**config.mk**
```make
export PLATFORM = sky130hd
export DESIGN_NAME = ex_muldiv_unit
export DESIGN_NICKNAME = d
export VERILOG_FILES = /design/src/rtl/ex_muldiv_unit_pkg.sv /design/src/rtl/ex_muldiv_unit_step.sv /design/src/rtl/ex_muldiv_unit.sv
export SDC_FILE = /design/constraint.sdc
export NUM_CORES = 1
export LEC_CHECK = 0
export ABC_AREA = 0
export BUFFER_PORTS_ARGS = -buffer_cell sky130_fd_sc_hd__buf_2
export CAP_MARGIN = 20
export CORE_MARGIN = 2
export CORE_UTILIZATION = 45
export DETAILED_ROUTE_END_ITERATION = 6
export PLACE_DENSITY = 0.75
export RECOVER_POWER = 50
export SKIP_CTS_REPAIR_TIMING = 1
export SLEW_MARGIN = 5
export SYNTH_ARGS = -nofsm -noshare
export SYNTH_HDL_FRONTEND = slang
export SYNTH_SLANG_ARGS = --single-unit
```
**constraint.sdc**
```tcl
create_clock -name clk -period 3.4 [get_ports clk]
set_clock_uncertainty 0.1 [all_clocks]
set_input_delay 0.17 -clock clk [delete_from_list [all_inputs] [get_ports clk]]
set_output_delay 0.17 -clock clk [all_outputs]
set_load 0.1 [all_outputs]
```
**src/rtl/ex_muldiv_unit_pkg.sv**
```systemverilog
// Shared pipeline definitions for the EX-stage multiply/divide unit: op and
// FSM encodings, iteration count and sign-correction helpers.
package ex_muldiv_unit_pkg;

   typedef enum logic [1:0] {
      MD_MULT  = 2'b00,
      MD_MULTU = 2'b01,
      MD_DIV   = 2'b10,
      MD_DIVU  = 2'b11
   } mdOp_e;

   typedef enum logic [1:0] {
      IDLE = 2'b00,
      CALC = 2'b01,
      FIX  = 2'b10
   } mdState_e;

   localparam int unsigned ITER_COUNT = 32;
   localparam logic [4:0]  LAST_ITER  = 5'(ITER_COUNT - 1);

   function automatic logic [31:0] condNeg32(input logic [31:0] val, input logic neg);
      return neg ? (~val + 32'd1) : val;
   endfunction

   function automatic logic [63:0] condNeg64(input logic [63:0] val, input logic neg);
      return neg ? (~val + 64'd1) : val;
   endfunction

endpackage

```
**src/rtl/ex_muldiv_unit_step.sv**
```systemverilog
// One iteration of the unsigned multiply (shift-add) or restoring divide
// (shift-subtract) on the {accHi, accLo} accumulator pair.
module muldiv_step (
   input  logic        isDiv,
   input  logic [31:0] accHi,
   input  logic [31:0] accLo,
   input  logic [31:0] operand,
   output logic [31:0] nextHi,
   output logic [31:0] nextLo
);

   logic [32:0] sum_s;
   logic [32:0] shifted_s;
   logic [32:0] diff_s;

   // Remainder stays below the divisor, so the 33-bit trial difference cannot overflow.
   always_comb begin
      sum_s     = {1'b0, accHi} + (accLo[0] ? {1'b0, operand} : 33'd0);
      shifted_s = {accHi, accLo[31]};
      diff_s    = shifted_s - {1'b0, operand};
      if (isDiv) begin
         if (diff_s[32]) begin
            nextHi = shifted_s[31:0];
            nextLo = {accLo[30:0], 1'b0};
         end else begin
            nextHi = diff_s[31:0];
            nextLo = {accLo[30:0], 1'b1};
         end
      end else begin
         nextHi = sum_s[32:1];
         nextLo = {sum_s[0], accLo[31:1]};
      end
   end

endmodule

```
**src/rtl/ex_muldiv_unit.sv**
```systemverilog
// EX-stage MULT/MULTU/DIV/DIVU unit with architectural HI/LO registers.
// Optional MULDIV_FAST_MUL_EN: single-cycle multiply, divide stays iterative.
module ex_muldiv_unit
   import ex_muldiv_unit_pkg::*;
(
   input  logic        clk,
   input  logic        reset,
   input  logic        start,
   input  logic [1:0]  op,
   input  logic [31:0] operand_a,
   input  logic [31:0] operand_b,
   input  logic        cancel,
   input  logic        hi_wr,
   input  logic        lo_wr,
   input  logic [31:0] wdata,
   output logic        busy,
   output logic        done,
   output logic [31:0] hi,
   output logic [31:0] lo
);

   mdState_e    state_r;
   logic [4:0]  iterCnt_r;
   logic        isDiv_r, resSign_r, remSign_r, divZero_r, busy_r, done_r;
   logic [31:0] opB_r, accHi_r, accLo_r, hi_r, lo_r;
   logic        signedOp_s, aNeg_s, bNeg_s;
   logic [31:0] aMag_s, bMag_s, stepHi_s, stepLo_s, fixHi_s, fixLo_s;
   logic [63:0] fixProd_s;

   // Operand magnitudes for the unsigned datapath
   always_comb begin
      signedOp_s = (op == MD_MULT) || (op == MD_DIV);
      aNeg_s     = signedOp_s & operand_a[31];
      bNeg_s     = signedOp_s & operand_b[31];
      aMag_s     = condNeg32(operand_a, aNeg_s);
      bMag_s     = condNeg32(operand_b, bNeg_s);
   end

`ifdef MULDIV_FAST_MUL_EN
   logic [63:0] fastProd_s;

   // Single-cycle magnitude product
   always_comb begin
      fastProd_s = 64'(aMag_s) * 64'(bMag_s);
   end
`endif

   muldiv_step uStep (
      .isDiv   (isDiv_r),
      .accHi   (accHi_r),
      .accLo   (accLo_r),
      .operand (opB_r),
      .nextHi  (stepHi_s),
      .nextLo  (stepLo_s)
   );

   // Sign correction; the remainder magnitude of a zero divide is |a|, so HI restores a
   always_comb begin
      fixProd_s = condNeg64({accHi_r, accLo_r}, resSign_r);
      if (isDiv_r) begin
         fixHi_s = condNeg32(accHi_r, remSign_r);
         if (divZero_r) begin
            fixLo_s = 32'hFFFF_FFFF;
         end else begin
            fixLo_s = condNeg32(accLo_r, resSign_r);
         end
      end else begin
         fixHi_s = fixProd_s[63:32];
         fixLo_s = fixProd_s[31:0];
      end
   end

   // Control FSM, iteration counter, accumulators and HI/LO
   always_ff @(posedge clk or negedge reset) begin
      if (!reset) begin
         state_r   <= IDLE;
         iterCnt_r <= 5'd0;
         isDiv_r   <= 1'b0;
         resSign_r <= 1'b0;
         remSign_r <= 1'b0;
         divZero_r <= 1'b0;
         busy_r    <= 1'b0;
         done_r    <= 1'b0;
         opB_r     <= 32'd0;
         accHi_r   <= 32'd0;
         accLo_r   <= 32'd0;
         hi_r      <= 32'd0;
         lo_r      <= 32'd0;
      end else begin
         done_r <= 1'b0;
         if (cancel) begin
            state_r <= IDLE;
            busy_r  <= 1'b0;
         end else begin
            case (state_r)
               IDLE: begin
                  if (start) begin
                     isDiv_r   <= op[1];
                     resSign_r <= aNeg_s ^ bNeg_s;
                     remSign_r <= aNeg_s;
                     divZero_r <= (operand_b == 32'd0);
                     iterCnt_r <= 5'd0;
                     busy_r    <= 1'b1;
                     if (op[1]) begin
                        accHi_r <= 32'd0;
                        accLo_r <= aMag_s;
                        opB_r   <= bMag_s;
                        state_r <= CALC;
                     end else begin
`ifdef MULDIV_FAST_MUL_EN
                        accHi_r <= fastProd_s[63:32];
                        accLo_r <= fastProd_s[31:0];
                        opB_r   <= aMag_s;
                        state_r <= FIX;
`else
                        accHi_r <= 32'd0;
                        accLo_r <= bMag_s;
                        opB_r   <= aMag_s;
                        state_r <= CALC;
`endif
                     end
                  end
               end
               CALC: begin
                  accHi_r <= stepHi_s;
                  accLo_r <= stepLo_s;
                  if (iterCnt_r == LAST_ITER) begin
                     state_r <= FIX;
                  end else begin
                     iterCnt_r <= iterCnt_r + 5'd1;
                  end
               end
               FIX: begin
                  hi_r    <= fixHi_s;
                  lo_r    <= fixLo_s;
                  done_r  <= 1'b1;
                  busy_r  <= 1'b0;
                  state_r <= IDLE;
               end
               default: begin
                  state_r <= IDLE;
                  busy_r  <= 1'b0;
               end
            endcase
         end
         if ((state_r == IDLE) && !start) begin
            if (hi_wr) begin
               hi_r <= wdata;
            end
            if (lo_wr) begin
               lo_r <= wdata;
            end
         end
      end
   end

   assign busy = busy_r;
   assign done = done_r;
   assign hi   = hi_r;
   assign lo   = lo_r;

endmodule

```
* After elaboration in Yosys (flattened, before gate mapping) *
Cells that the tools add are included.

storage, ports and cells
  register bits = 173
  bits of input ports = 104
  word-level logic and storage cells = 90

operators by class
  add/subtract/negate cells = 8
  eq/ne operators = 9
  muxes and demuxes = 39
  bitwise operators = 9
  reductions and logical operators = 12

operator list
  kind                   number
  $mux 32                23
  $add 32x1->32 const B  4
  $not 32->32            4
  $pmux 32 s2            2
  $add 64x1->64 const B  1
  $mux 64                1
  $not 64->64            1
  $add 32x33->33         1
  $sub 33x32->33         1
  $logic_not 32->1       1
  $mux 5                 2
  $pmux 5 s2             1
  $mux 2                 3
  $ne 2x2->1 const B     3
  $ne 3x3->1 const B     2
  $reduce_and 3->1       2
  $add 5x1->5 const B    1
  $eq 5x5->1 const B     1
  $mux 1                 5
  $eq 2x2->1 const B     2
  $logic_not 2->1        2
  $pmux 2 s2             1
  $reduce_and 2->1       2
  $reduce_and 4->1       1
  9 further kinds        10

* Longest topological paths before layout *
Gate-level depths: netlist (run 1).

  depth after elaboration = 9
  mapped depth = 15
  mapped depth without buffers = 13

* By module *
From an unflattened synthesis (run 1), not the netlist that was laid out.

unflattened totals
  cell total of the unflattened synthesis = 1900
  area, all modules = 15349.7 sq um

modules (own cells, without submodules)
  module          times used  cells an instance  area an instance (sq um)
  ex_muldiv_unit  1           1236               10769.1
  muldiv_step     1           664                4580.6

* Worst setup path before layout (run 1) *
OpenSTA, ideal clock, no wires.

  path kind = register -> register
  start point = register accLo_r[0]
  end point = register accHi_r[28]
  arrival = 3026 ps
  required time = 3169 ps
  path slack = 143 ps
  cell stages (with the launch flop) = 14
  clock period less this slack = 3257 ps
  cell sequence = dfrtp_1 inv_1 buf_1 nor2_1 ha_1 a21o_1 a21oi_1 a21oi_1 o41ai_1 a211oi_1 o31ai_1 a2111oi_0 a311oi_1 o21bai_1

between the ends
  longest elaborated chain between the ends = 4

RTL lines
  what                    RTL line                   text
  from (decl)             ex_muldiv_unit.sv:25       logic [31:0] opB_r, accHi_r, accLo_r, hi_r, lo_r;
  from (signal assigned)  ex_muldiv_unit.sv:106      accLo_r <= aMag_s;
  from (signal assigned)  ex_muldiv_unit.sv:117      accLo_r <= bMag_s;
  from (signal assigned)  ex_muldiv_unit.sv:126      accLo_r <= stepLo_s;
  $mux 32                 ex_muldiv_unit_step.sv:18  sum_s = {1'b0, accHi} + (accLo[0] ? {1'b0, operand} : 33'd0);
  $add 32x33->33          ex_muldiv_unit_step.sv:18
  $mux 32                 ex_muldiv_unit_step.sv:21  if (isDiv) begin
  $pmux 32 s2             ex_muldiv_unit.sv:95       case (state_r)
  to (signal assigned)    ex_muldiv_unit.sv:125      accHi_r <= stepHi_s;
  to (decl)               ex_muldiv_unit.sv:25

No other way between the ends.
A chain may end at the register's enable or synchronous reset.

* Worst setup path in the final report (run 1) *
  start point = register opB_r[0]
  end point = register accHi_r[25]

between the ends
  longest elaborated chain between the ends = 4
  elaborated cells on any way between the ends = 6
  classes of those cells = add/sub (2); mux (4)

RTL lines
  what                                              RTL line                                              text
  from (decl)                                       ex_muldiv_unit.sv:25
  from (signal assigned)                            ex_muldiv_unit.sv:107                                 opB_r <= bMag_s;
  from (signal assigned)                            ex_muldiv_unit.sv:118                                 opB_r <= aMag_s;
  $mux 32 / $sub 33x32->33 (equally long branches)  ex_muldiv_unit_step.sv:18, ex_muldiv_unit_step.sv:20
  $add 32x33->33 / $mux 32 (equally long branches)  ex_muldiv_unit_step.sv:18, ex_muldiv_unit_step.sv:22
  $mux 32 (*)                                       ex_muldiv_unit_step.sv:21
  $pmux 32 s2 (*)                                   ex_muldiv_unit.sv:95

Mark *: on every way between the ends. The rest lies on a longest branch, timed or not.

==> results.md, run 1 <==
* Status: complete, but fails checks
* Violated checks: max-capacitance violations, max-slew violations
* Hold Path Depth at 3
* Worst r2r path cells at 11
* Setup TNS at 0 ns
* TritonCTS Buffers at 17
* Startpoint Class: flop
* Share of cells above drive strength 1 at 15.4%
* Top_reg_cell synth: dfrtp_1
* Worst reg-to-reg setup slack at 0.15 ns
* Ys Warns at 0
* Fraction of registers with async set/reset at 100%
* Min Clock Period, post-route at 3.25 ns
* Syn_nets at 2173
* Clock buffer depth at 2
* CP Capture Type: flop
* Die width at 188 µm
* Rel. slew slack at -34.2%
* Post-synthesis sequential area ratio at 28.3%
* Unrepaired setup endpoints after global routing: false
* Peak supply drop at 0.470 mV
* Worst hold endpoint: busy
* TritonCTS clock tree: built
* Area delta synth->final at 18.3%
* Mean post-synth cell area at 7.67 µm²
* Max frequency at 308 MHz
* Netlist cell types at 85
* Final hold violations at 0
* Initial antenna violation count at 3
* H-tree depth at 4
* Wire length per cell at 20.9 µm
* Most frequent cells in the layout: nand2_1 (235), o21ai_0 (222), nor2_1 (199), dfrtp_1 (170), a21oi_1 (146)
* Clock-pin slew on the worst setup and hold paths at 0.08 ns
* Placed Cells at 2590
* Setup ws final at 0.154 ns
* Reg-to-reg endpoint: accHi_r[25]
* Clock Root Buffer: clkbuf_16
* Leak Pwr at 8.08 nW
* I/O pin total at 170
* Cell Rows at 67
* Worst Hold Class: in2reg
* Worst reg2reg startpoint: opB_r[0]
* CORE AREA at 0.0335 mm²
* Slew @ Worst Pin at 2.01 ns
* Placer congestion estimate at 1.04
* Largest net degree at the start of global routing at 75
* Crit path kind: reg2reg
* Setup WS pre-CTS at 0.0354 ns
* Final setup viols at 0
* Die Height at 188 µm
* Cell Count, Final, Fillers Out at 2663
* Power per Cell Area at 784 mW/mm²
* First-pass GRT wire length at 85500 µm
* Max-slew violations at 75
* Final net count at 2375
* DPL Wire Length at 43000 µm
* Worst EP required at 3.60 ns
* Initial Util at 45.7%
* Fin crit share at 95.5%
* DRC viols at 0
* Die area at 0.0355 mm²
* Total number of vias at 16163
* Max FO, Critical Path at 7
* GRT overflow at 0
* Final WL at 55600 µm
* GRT Total Usage at 30.6%
* Worst path arrival time at 3.45 ns
* Commonest non-fill, non-tap cell in the layout: nand2_1
* Synth Register Bits at 173
* MaxCap Viol Count at 1
* Cells after synthesis at 1997
* Clk Latency, worst-skew pair at 0.45 ns
* Post-synthesis cell area at 0.0153 mm²
* PortBufs at 169
* Post-synth EDFFs at 0
* Filler Cell Count at 3192
* Sink Count at 173
* DRT iter0 DRCs at 1513
* Vias in the first global route at 15324
* Vias per cell at 6.07
* Hold_sp: start
* Antenna Violating Nets Remaining at 0
* Drt pass-1 iters at 6
area by class of cell:
cell class                 count  area [µm²]  share of cell area [%]
sequential                   173        4330                    23.9
timing repair buffer         316        2020                    11.1
clock buffer                  17         425                    2.35
multi-input combinational   1630       10300                    57.1
clock inverter                15         204                    1.13
tap                          448         561                    3.09
antenna                        3        7.51                  0.0414
inverter                      61         229                    1.26
flip-flops by register name, summed over array words and instances (netlist names):
signal	count
accHi_r	32
accLo_r	32
hi	32
lo	32
opB_r	32
iterCnt_r	5
state_r	2
busy	1
divZero_r	1
done	1
isDiv_r	1
remSign_r	1
resSign_r	1
logic make-up after synthesis:
group,after synthesis,synth area share [%]
compound gates,653,26.1
xor+xnor,169,9.66
fa+ha+maj,72,5.98
buf+inv,194,5.00
flops,173,28.3
mux,76,5.07
simple gates,660,19.9
power breakdown:
group	internal, mW	switching, mW
Sequential	2.51	0.503
Combinational	3.34	5.75
Clock	1.02	1.07
Total	6.87	7.33
routing by layer:
layer | global-route usage [%] | wire, µm | up-vias | part of all wire, %
met5 | 0 | 0 | - | 0
met4 | 14.0 | 2700 | 0 | 4.9
met3 | 5.36 | 4400 | 130 | 7.9
met2 | 48.7 | 25100 | 736 | 45
met1 | 40.6 | 23400 | 7697 | 42
li1 | - | - | 7600 | -
how the worst max path moves through the flow:
| stage | startpoint | to | slack (ns) |
|---|---|---|---|
| 2_1_floorplan | accLo_r[0] | accHi_r[28] | 0.14 |
| 3_3_place_gp | accHi_r[1] | accHi_r[30] | 0.12 |
| 3_5_place_dp | accHi_r[1] | accHi_r[30] | 0.04 |
| 4_1_cts | accHi_r[1] | accHi_r[30] | 0.004 |
| 5_1_grt | accLo_r[31] | accHi_r[16] | 0.01 |
| 6_report | opB_r[0] | accHi_r[25] | 0.15 |
per-stage QoR:
step	utilization (%)	hold WS [ns]	area, µm²	total power, mW
6_report	54.0	0.00979	18100	14.2
5_1_grt	54.0	0.0429	18100	15.1
4_1_cts	52.8	-0.319	17700	13.9
3_5_place_dp	50.9	0.153	17100	11.8
3_3_place_gp	50.9	0.155	17100	11.6
2_1_floorplan	-	-0.226	15300	9.15
critical path, stage by stage, from the launching register on:
cell,delay (ns)
dfrtp_1,0.40
ha_1,0.24
fa_2,0.37
nor2b_2,0.15
o31ai_2,0.09
a21o_1,0.25
or3_1,0.42
a21bo_1,0.22
o211ai_4,0.18
mux2_2,0.39
a211oi_1,0.21
o41ai_1,0.09
cells in the mapped netlist (7+ instances only):
master | instances | share of area, %
o21ai_1 | 12 | 0.39
nor2b_1 | 20 | 0.82
nand3_1 | 40 | 1.3
nand2_1 | 235 | 5.8
o21a_1 | 12 | 0.59
xnor2_1 | 95 | 5.4
nand4_1 | 14 | 0.57
a21oi_1 | 148 | 4.8
clkbuf_1 | 117 | 2.9
and2_1 | 11 | 0.45
a22oi_1 | 24 | 1.2
or3_1 | 10 | 0.41
a211oi_1 | 17 | 0.83
dfrtp_1 | 173 | 28
or4_1 | 8 | 0.39
xor2_1 | 74 | 4.2
o21bai_1 | 7 | 0.34
nor3_1 | 43 | 1.4
ha_1 | 70 | 5.7
inv_1 | 59 | 1.4
o22ai_1 | 28 | 1.1
nor4_1 | 16 | 0.65
nand2b_1 | 13 | 0.53
o41ai_1 | 8 | 0.46
o221ai_1 | 8 | 0.46
nor2_1 | 200 | 4.9
a21o_1 | 40 | 2.0
mux2i_1 | 63 | 4.1
o21ai_0 | 224 | 7.3
o31ai_1 | 23 | 1.1
and3_1 | 15 | 0.61
a31oi_1 | 36 | 1.5
mux2_2 | 12 | 0.88
o211ai_1 | 13 | 0.64
Power figures use the tool's default switching activity.
==> inputs of run 2 (changes only) <==
--- a/config.mk
+++ b/config.mk
@@ -11,10 +11,11 @@
 export CORE_MARGIN = 2
 export CORE_UTILIZATION = 45
 export DETAILED_ROUTE_END_ITERATION = 6
-export PLACE_DENSITY = 0.75
+export GPL_ROUTABILITY_DRIVEN = 0
+export PLACE_DENSITY = 0.73
 export RECOVER_POWER = 50
 export SKIP_CTS_REPAIR_TIMING = 1
-export SLEW_MARGIN = 5
+export SLEW_MARGIN = 20
 export SYNTH_ARGS = -nofsm -noshare
 export SYNTH_HDL_FRONTEND = slang
 export SYNTH_SLANG_ARGS = --single-unit
==> constraint.sdc (replaced) <==
create_clock -name clk -period 4.2 [get_ports clk]
set_clock_uncertainty 0.1 [all_clocks]
set_input_delay 0.21 -clock clk [delete_from_list [all_inputs] [get_ports clk]]
set_output_delay 0.21 -clock clk [all_outputs]
set_load 0.1 [all_outputs]
==> run 2 against run 1 <==
The flow still finishes with violations (max-capacitance violations, max-slew violations). Sequential power is 12% lower. Clock power is 20% lower. Utilization is 2.4 points lower. First-iteration DRC count is 17% higher. Highest routed layer is now met5.
==> results.md, run 2 (same netlist as run 1, synthesis figures left out) <==
* Final net count at 2293 (was 2375)
* Die area at 0.0355 mm² (unchanged)
* Ant diodes at 0 (was 3)
* Cell Count, Final, Fillers Out at 2578 (was 2663)
* CP Capture Type: flop (unchanged)
* Setup TNS at 0 ns (unchanged)
* Area delta synth->final at 13.1% (was 18.3%)
* Sink Count at 173 (unchanged)
* WL met1 at 22400 µm (was 23400 µm)
* Initial antenna violation count at 1 (was 3)
* Unrepaired setup endpoints after global routing: false (unchanged)
* Register area at 0.00433 mm² (about the same)
* Cell area after layout at 0.0173 mm² (was 0.0181 mm²)
* Initial Util at 45.7% (unchanged)
* DR WL met3 at 5290 µm (was 4400 µm)
* Setup ws final at 0.387 ns (was 0.154 ns)
* Worst Hold Class: in2reg (unchanged)
* Final setup viols at 0 (unchanged)
* DRC viols at 0 (unchanged)
* Final WL at 53000 µm (was 55600 µm)
* Post-DP Area at 0.0165 mm² (was 0.0171 mm²)
* Startpoint Class: flop (unchanged)
* Hold Path Depth at 2 (was 3)
* Fin Hold WS at 0.0000822 ns (was 0.00979 ns)
* Hold_sp: op[0] (was start)
* TritonCTS Buffers at 17 (unchanged)
* Worst reg2reg startpoint: accLo_r[31] (was opB_r[0])
* GRT Total Usage at 29.1% (was 30.6%)
* H-tree depth at 4 (unchanged)
* Die width at 188 µm (unchanged)
* Multi-input logic area at 0.0103 mm² (about the same)
* Max FO, Critical Path at 20 (was 7)
* TritonCTS clock tree: built (unchanged)
* Peak supply drop at 0.322 mV (was 0.470 mV)
* Max frequency at 262 MHz (was 308 MHz)
* MaxCap Viol Count at 1 (unchanged)
* Worst r2r path cells at 13 (was 11)
* Clock buffer depth at 2 (unchanged)
* Core Util, Final at 51.7% (was 54.0%)
* Wire length per cell at 20.6 µm (was 20.9 µm)
* CORE AREA at 0.0335 mm² (unchanged)
* Crit path kind: reg2reg (unchanged)
* Antenna Violating Nets Remaining at 0 (unchanged)
* Power per Cell Area at 630 mW/mm² (was 784 mW/mm²)
* Status: complete, but fails checks (unchanged)
* Worst path arrival time at 4.01 ns (was 3.45 ns)
* Met2 WL at 22800 µm (was 25100 µm)
* Vias per cell at 6.23 (was 6.07)
* First-pass GRT wire length at 82000 µm (was 85500 µm)
* Most frequent cells in the layout: nand2_1 (235), o21ai_0 (224), nor2_1 (199), dfrtp_1 (172), a21oi_1 (148) (was nand2_1 (235), o21ai_0 (222), nor2_1 (199), dfrtp_1 (170), a21oi_1 (146))
* Largest net degree at the start of global routing at 102 (was 75)
* Total number of vias at 16052 (was 16163)
* Max-slew violations at 102 (was 75)
* Min Clock Period, post-route at 3.81 ns (was 3.25 ns)
* Drt pass-1 iters at 6 (unchanged)
* I/O pin total at 170 (unchanged)
* Filler Cell Count at 3159 (was 3192)
* Vias in the first global route at 14607 (was 15324)
* Highest routing layer actually used: met5 (was met4)
* Leak Pwr at 7.55 nW (was 8.08 nW)
* Origin of the worst setup path: accLo_r[31] (was opB_r[0])
* Share of cells above drive strength 1 at 9.67% (was 15.4%)
* Worst EP required at 4.40 ns (was 3.60 ns)
* Cell Rows at 67 (unchanged)
* Tot Pwr at 10.9 mW (was 14.2 mW)
* Violated checks: max-capacitance violations, max-slew violations (unchanged)
* Slew @ Worst Pin at 2.68 ns (was 2.01 ns)
* Clock-pin slew on the worst setup and hold paths at 0.07 ns (was 0.08 ns)
* DRT iter0 DRCs at 1777 (was 1513)
* Commonest non-fill, non-tap cell in the layout: nand2_1 (unchanged)
* Placed Cells at 2512 (was 2590)
* Clk Latency, worst-skew pair at 0.45 ns (about the same)
* DPL Wire Length at 40400 µm (was 43000 µm)
* Rel. slew slack at -79.0% (was -34.2%)
* Setup WS pre-CTS at 0.473 ns (was 0.0354 ns)
* Clock Root Buffer: clkbuf_16 (unchanged)
* GRT overflow at 0 (unchanged)
* Fin crit share at 90.8% (was 95.5%)
* Die Height at 188 µm (unchanged)
* PortBufs at 169 (unchanged)
* Final hold violations at 0 (unchanged)
[run 2: cell count changes in the layout (fill, tap and decap cells not counted), sizes merged]
cell / change
bufinv: +1
dlygate4sd3: -2
clkbuf: +34
inv: +1
diode: -3
clkinv: -2
buf: -114
[run 2: final timing paths]
check	to	slack, ns
min in group asynchronous	done	1.02
worst min-delay path	resSign_r	0.00008
worst max register to register	accLo_r[0]	0.39
max in group asynchronous	accLo_r[3]	0.97
worst max-delay path	accLo_r[0]	0.39
worst min register to register	opB_r[19]	0.39
[run 2: power by group]
group | internal, mW | total (mW) | switching [mW]
clock network | 0.867 | 1.67 | 0.803
registers | 2.03 | 2.66 | 0.631
logic | 2.28 | 6.60 | 4.32
total | 5.17 | 10.9 | 5.75
[run 2: metal layers]
metal | GRT usage (%) | vias up
li1 | - | 7408
met1 | 40.9 | 7596
met2 | 43.8 | 919
met3 | 4.66 | 127
met4 | 13.3 | 2
met5 | 0 | -
[run 2: area by class of cell]
type	count	share of cell area [%]
multi-input combinational	1630	59.2
tap	448	3.24
inverter	61	1.32
sequential	173	25.0
clock inverter	15	1.13
timing repair buffer	234	7.68
clock buffer	17	2.46
[run 2: critical path, cell delays in order, from the launching register on]
cell and delay [ns]:
dfrtp_1 0.48, inv_1 0.12, ha_1 0.23, fa_1 0.41, nor2b_1 0.25, o31ai_1 0.16
a21o_1 0.24, or3_1 0.41, nand2_1 0.12, o211ai_4 0.27, buf_4 0.32, mux2_2 0.28
o211ai_1 0.14, o21ai_0 0.11
==> inputs of run 3 (changes only) <==
--- a/config.mk
+++ b/config.mk
@@ -8,12 +8,13 @@
 export ABC_AREA = 0
 export BUFFER_PORTS_ARGS = -buffer_cell sky130_fd_sc_hd__buf_2
 export CAP_MARGIN = 20
+export CORE_ASPECT_RATIO = 0.6
 export CORE_MARGIN = 2
 export CORE_UTILIZATION = 45
 export DETAILED_ROUTE_END_ITERATION = 6
 export GPL_ROUTABILITY_DRIVEN = 0
-export PLACE_DENSITY = 0.73
 export RECOVER_POWER = 50
+export REMOVE_ABC_BUFFERS = 1
 export SKIP_CTS_REPAIR_TIMING = 1
 export SLEW_MARGIN = 20
 export SYNTH_ARGS = -nofsm -noshare
==> run 3 against run 2 <==
The run still ends with max-capacitance violations, max-slew violations left. Cell area grew 1.5%. Final cell count grew 1.6%. Die area grew 0.14%. Largest cell class unchanged.
==> results.md, run 3 (same netlist as run 1, synthesis figures left out) <==
* TritonCTS clock tree: built (unchanged)
* Final net count at 2323 (was 2293)
* Rel. slew slack at -60.2% (was -79.0%)
* CP Capture Type: flop (unchanged)
* Min Clock Period, post-route at 3.83 ns (was 3.81 ns)
* MaxCap Viol Count at 1 (unchanged)
* Cell Rows at 52 (was 67)
* Clock buffer depth at 2 (unchanged)
* GRT overflow at 0 (unchanged)
* Startpoint Class: flop (unchanged)
* Commonest non-fill, non-tap cell in the layout: nand2_1 (unchanged)
* Multi-input logic area at 0.0103 mm² (about the same)
* Core Util, Final at 52.3% (was 51.7%)
* GRT Total Usage at 33.0% (was 29.1%)
* CP max stage cell: dfrtp_1 (unchanged)
* Status: complete, but fails checks (unchanged)
* PortBufs at 169 (unchanged)
* H-tree depth at 4 (unchanged)
* Die Height at 147 µm (was 188 µm)
* Leak Pwr at 7.70 nW (was 7.55 nW)
* Worst EP required at 4.43 ns (was 4.40 ns)
* Setup TNS at 0 ns (unchanged)
* Vias per cell at 6.23 (about the same)
* Violated checks: max-capacitance violations, max-slew violations (unchanged)
* Sequential Power Share at 22.1% (was 24.3%)
* Clock power frac at 15.2% (was 15.3%)
* Unrepaired setup endpoints after global routing: false (unchanged)
* Switching pwr at 6.23 mW (was 5.75 mW)
* Share of cells above drive strength 1 at 10.9% (was 9.67%)
* Placed Cells at 2553 (was 2512)
* Area delta synth->final at 14.9% (was 13.1%)
* Register area at 0.00433 mm² (unchanged)
* Worst reg-to-reg setup slack at 0.37 ns (was 0.39 ns)
* DPL Wire Length at 46400 µm (was 40400 µm)
* Worst path max stage delay at 0.51 ns (was 0.48 ns)
* Final WL at 60000 µm (was 53000 µm)
* Worst reg2reg startpoint: accLo_r[31] (unchanged)
* Initial Util at 45.5% (was 45.7%)
* Sink Count at 173 (unchanged)
* Worst hold endpoint: resSign_r (unchanged)
* Die width at 242 µm (was 188 µm)
* Fin crit share at 91.3% (was 90.8%)
* TritonCTS Buffers at 17 (unchanged)
* Tot Pwr at 11.5 mW (was 10.9 mW)
* Hold_sp: operand_a[31] (was op[0])
* Vias in the first global route at 14624 (was 14607)
* Clk Latency, worst-skew pair at 0.47 ns (was 0.45 ns)
* Switching portion of total power at 54.2% (was 52.7%)
* Final hold violations at 0 (unchanged)
* DRC viols at 0 (unchanged)
* Most frequent cells in the layout: nand2_1 (235), o21ai_0 (224), nor2_1 (199), dfrtp_1 (172), a21oi_1 (148) (unchanged)
* DRT iter0 DRCs at 2085 (was 1777)
* Internal power at 5.27 mW (was 5.17 mW)
* Largest net degree at the start of global routing at 90 (was 102)
* Final setup viols at 0 (unchanged)
* Clock-pin slew on the worst setup and hold paths at 0.08 ns (was 0.07 ns)
* Crit path cell chain: inv_1 > ha_1 > fa_1 > nor2b_1 > o31ai_1 > a21o_1 > or3_1 > a21bo_1 > o211ai_4 > buf_4 > a2bb2oi_1 > o21ai_0 > o21bai_1 (was inv_1 > ha_1 > fa_1 > nor2b_1 > o31ai_1 > a21o_1 > or3_1 > nand2_1 > o211ai_4 > buf_4 > mux2_2 > o211ai_1 > o21ai_0)
* Comb pwr share at 62.7% (was 60.4%)
* Total number of vias at 16311 (was 16052)
* Max-slew violations at 90 (was 102)
* Power per Cell Area at 654 mW/mm² (was 630 mW/mm²)
* Reg-to-reg endpoint: accHi_r[28] (was accLo_r[0])
* Worst r2r path cells at 13 (unchanged)
* Drt pass-1 iters at 6 (unchanged)
* Initial antenna violation count at 4 (was 1)
* Wire length per cell at 22.9 µm (was 20.6 µm)
* I/O pin total at 170 (unchanged)
* Max frequency at 261 MHz (was 262 MHz)
* Peak supply drop at 0.476 mV (was 0.322 mV)
* Fin Hold WS at 0.00883 ns (was 0.0000822 ns)
* Slew @ Worst Pin at 2.40 ns (was 2.68 ns)
* Worst path arrival time at 4.06 ns (was 4.01 ns)
* Crit path kind: reg2reg (unchanged)
* First-pass GRT wire length at 90200 µm (was 82000 µm)
* Antenna Violating Nets Remaining at 0 (unchanged)
* Max FO, Critical Path at 21 (was 20)
* Die area at 0.0356 mm² (was 0.0355 mm²)
* Filler Cell Count at 3343 (was 3159)
* WP buf/inv at 2 (unchanged)
* CORE AREA at 0.0336 mm² (was 0.0335 mm²)
* Clock Root Buffer: clkbuf_16 (unchanged)
* Cell Count, Final, Fillers Out at 2620 (was 2578)
* Hold Path Depth at 3 (was 2)
* Worst Hold Class: in2reg (unchanged)
* Delay-heaviest family, CP: compound AO/OA/AOI/OAI gates (unchanged)
[run 3: cell types whose count changed in the layout (fill, tap and decap cells not counted)]
cell        before  now
nor3_4           0    1
inv_12           0    4
clkinvlp_4       0    1
nor3_2           1    0
bufinv_16        1    0
buf_12           0    1
inv_6            5    1
diode_2          0    1
buf_4           29   58
[run 3: worst register-to-register path, cell delays in order, from the launching register on]
cell       delay [ns]
dfrtp_1          0.51
inv_1            0.16
ha_1             0.24
fa_1             0.43
nor2b_1          0.18
o31ai_1          0.12
a21o_1           0.22
or3_1            0.42
a21bo_1          0.22
o211ai_4         0.34
buf_4            0.35
a2bb2oi_1        0.17
o21ai_0          0.10
o21bai_1         0.16
[run 3: per-layer routing]
| metal | vias to the layer above | routed length [µm] | global-route usage (%) |
|---|---|---|---|
| met5 | - | 27 | 0 |
| met4 | 4 | 1050 | 7.25 |
| met3 | 86 | 8560 | 13.5 |
| met2 | 985 | 22300 | 41.4 |
| met1 | 7756 | 28000 | 51.1 |
| li1 | 7480 | - | - |
[run 3: worst max path at each step]
stage | from | endpoint | slack [ns] | cells past startpoint
finish | accLo_r[31] | accHi_r[28] | 0.37 | 13
global route | accLo_r[0] | accHi_r[30] | 0.09 | 13
CTS | accLo_r[31] | accHi_r[28] | 0.43 | 13
detailed placement | accLo_r[31] | accHi_r[28] | 0.46 | 13
global placement | accLo_r[31] | accHi_r[28] | 0.57 | 13
floorplan | state_r[0] | opB_r[24] | -0.29 | 4
[run 3: through the flow]
stage	worst slack [ns]	cell area (µm²)
floorplan	-0.292	14800
global placement	0.572	16700
detailed placement	0.461	16700
CTS	0.430	17300
global route	0.0883	17600
finish	0.366	17600
[run 3: layout make-up]
type,count,area share (%)
Multi-Input combinational cell,1630,58.3
Timing Repair Buffer,264,8.91
Inverter,61,1.30
Clock buffer,17,2.42
Clock inverter,15,1.15
Sequential cell,173,24.6
Antenna cell,1,0.0142
Tap cell,459,3.26
[run 3: power groups by stage]
stage / Combinational, mW / Sequential [mW] / Clock [mW]
finish: 7.22 / 2.54 / 1.74
detailed placement: 6.92 / 2.54 / 0
global route: 7.67 / 2.57 / 1.82
CTS: 6.95 / 2.50 / 1.75
global placement: 6.89 / 2.52 / 0
floorplan: 4.04 / 3.22 / 0
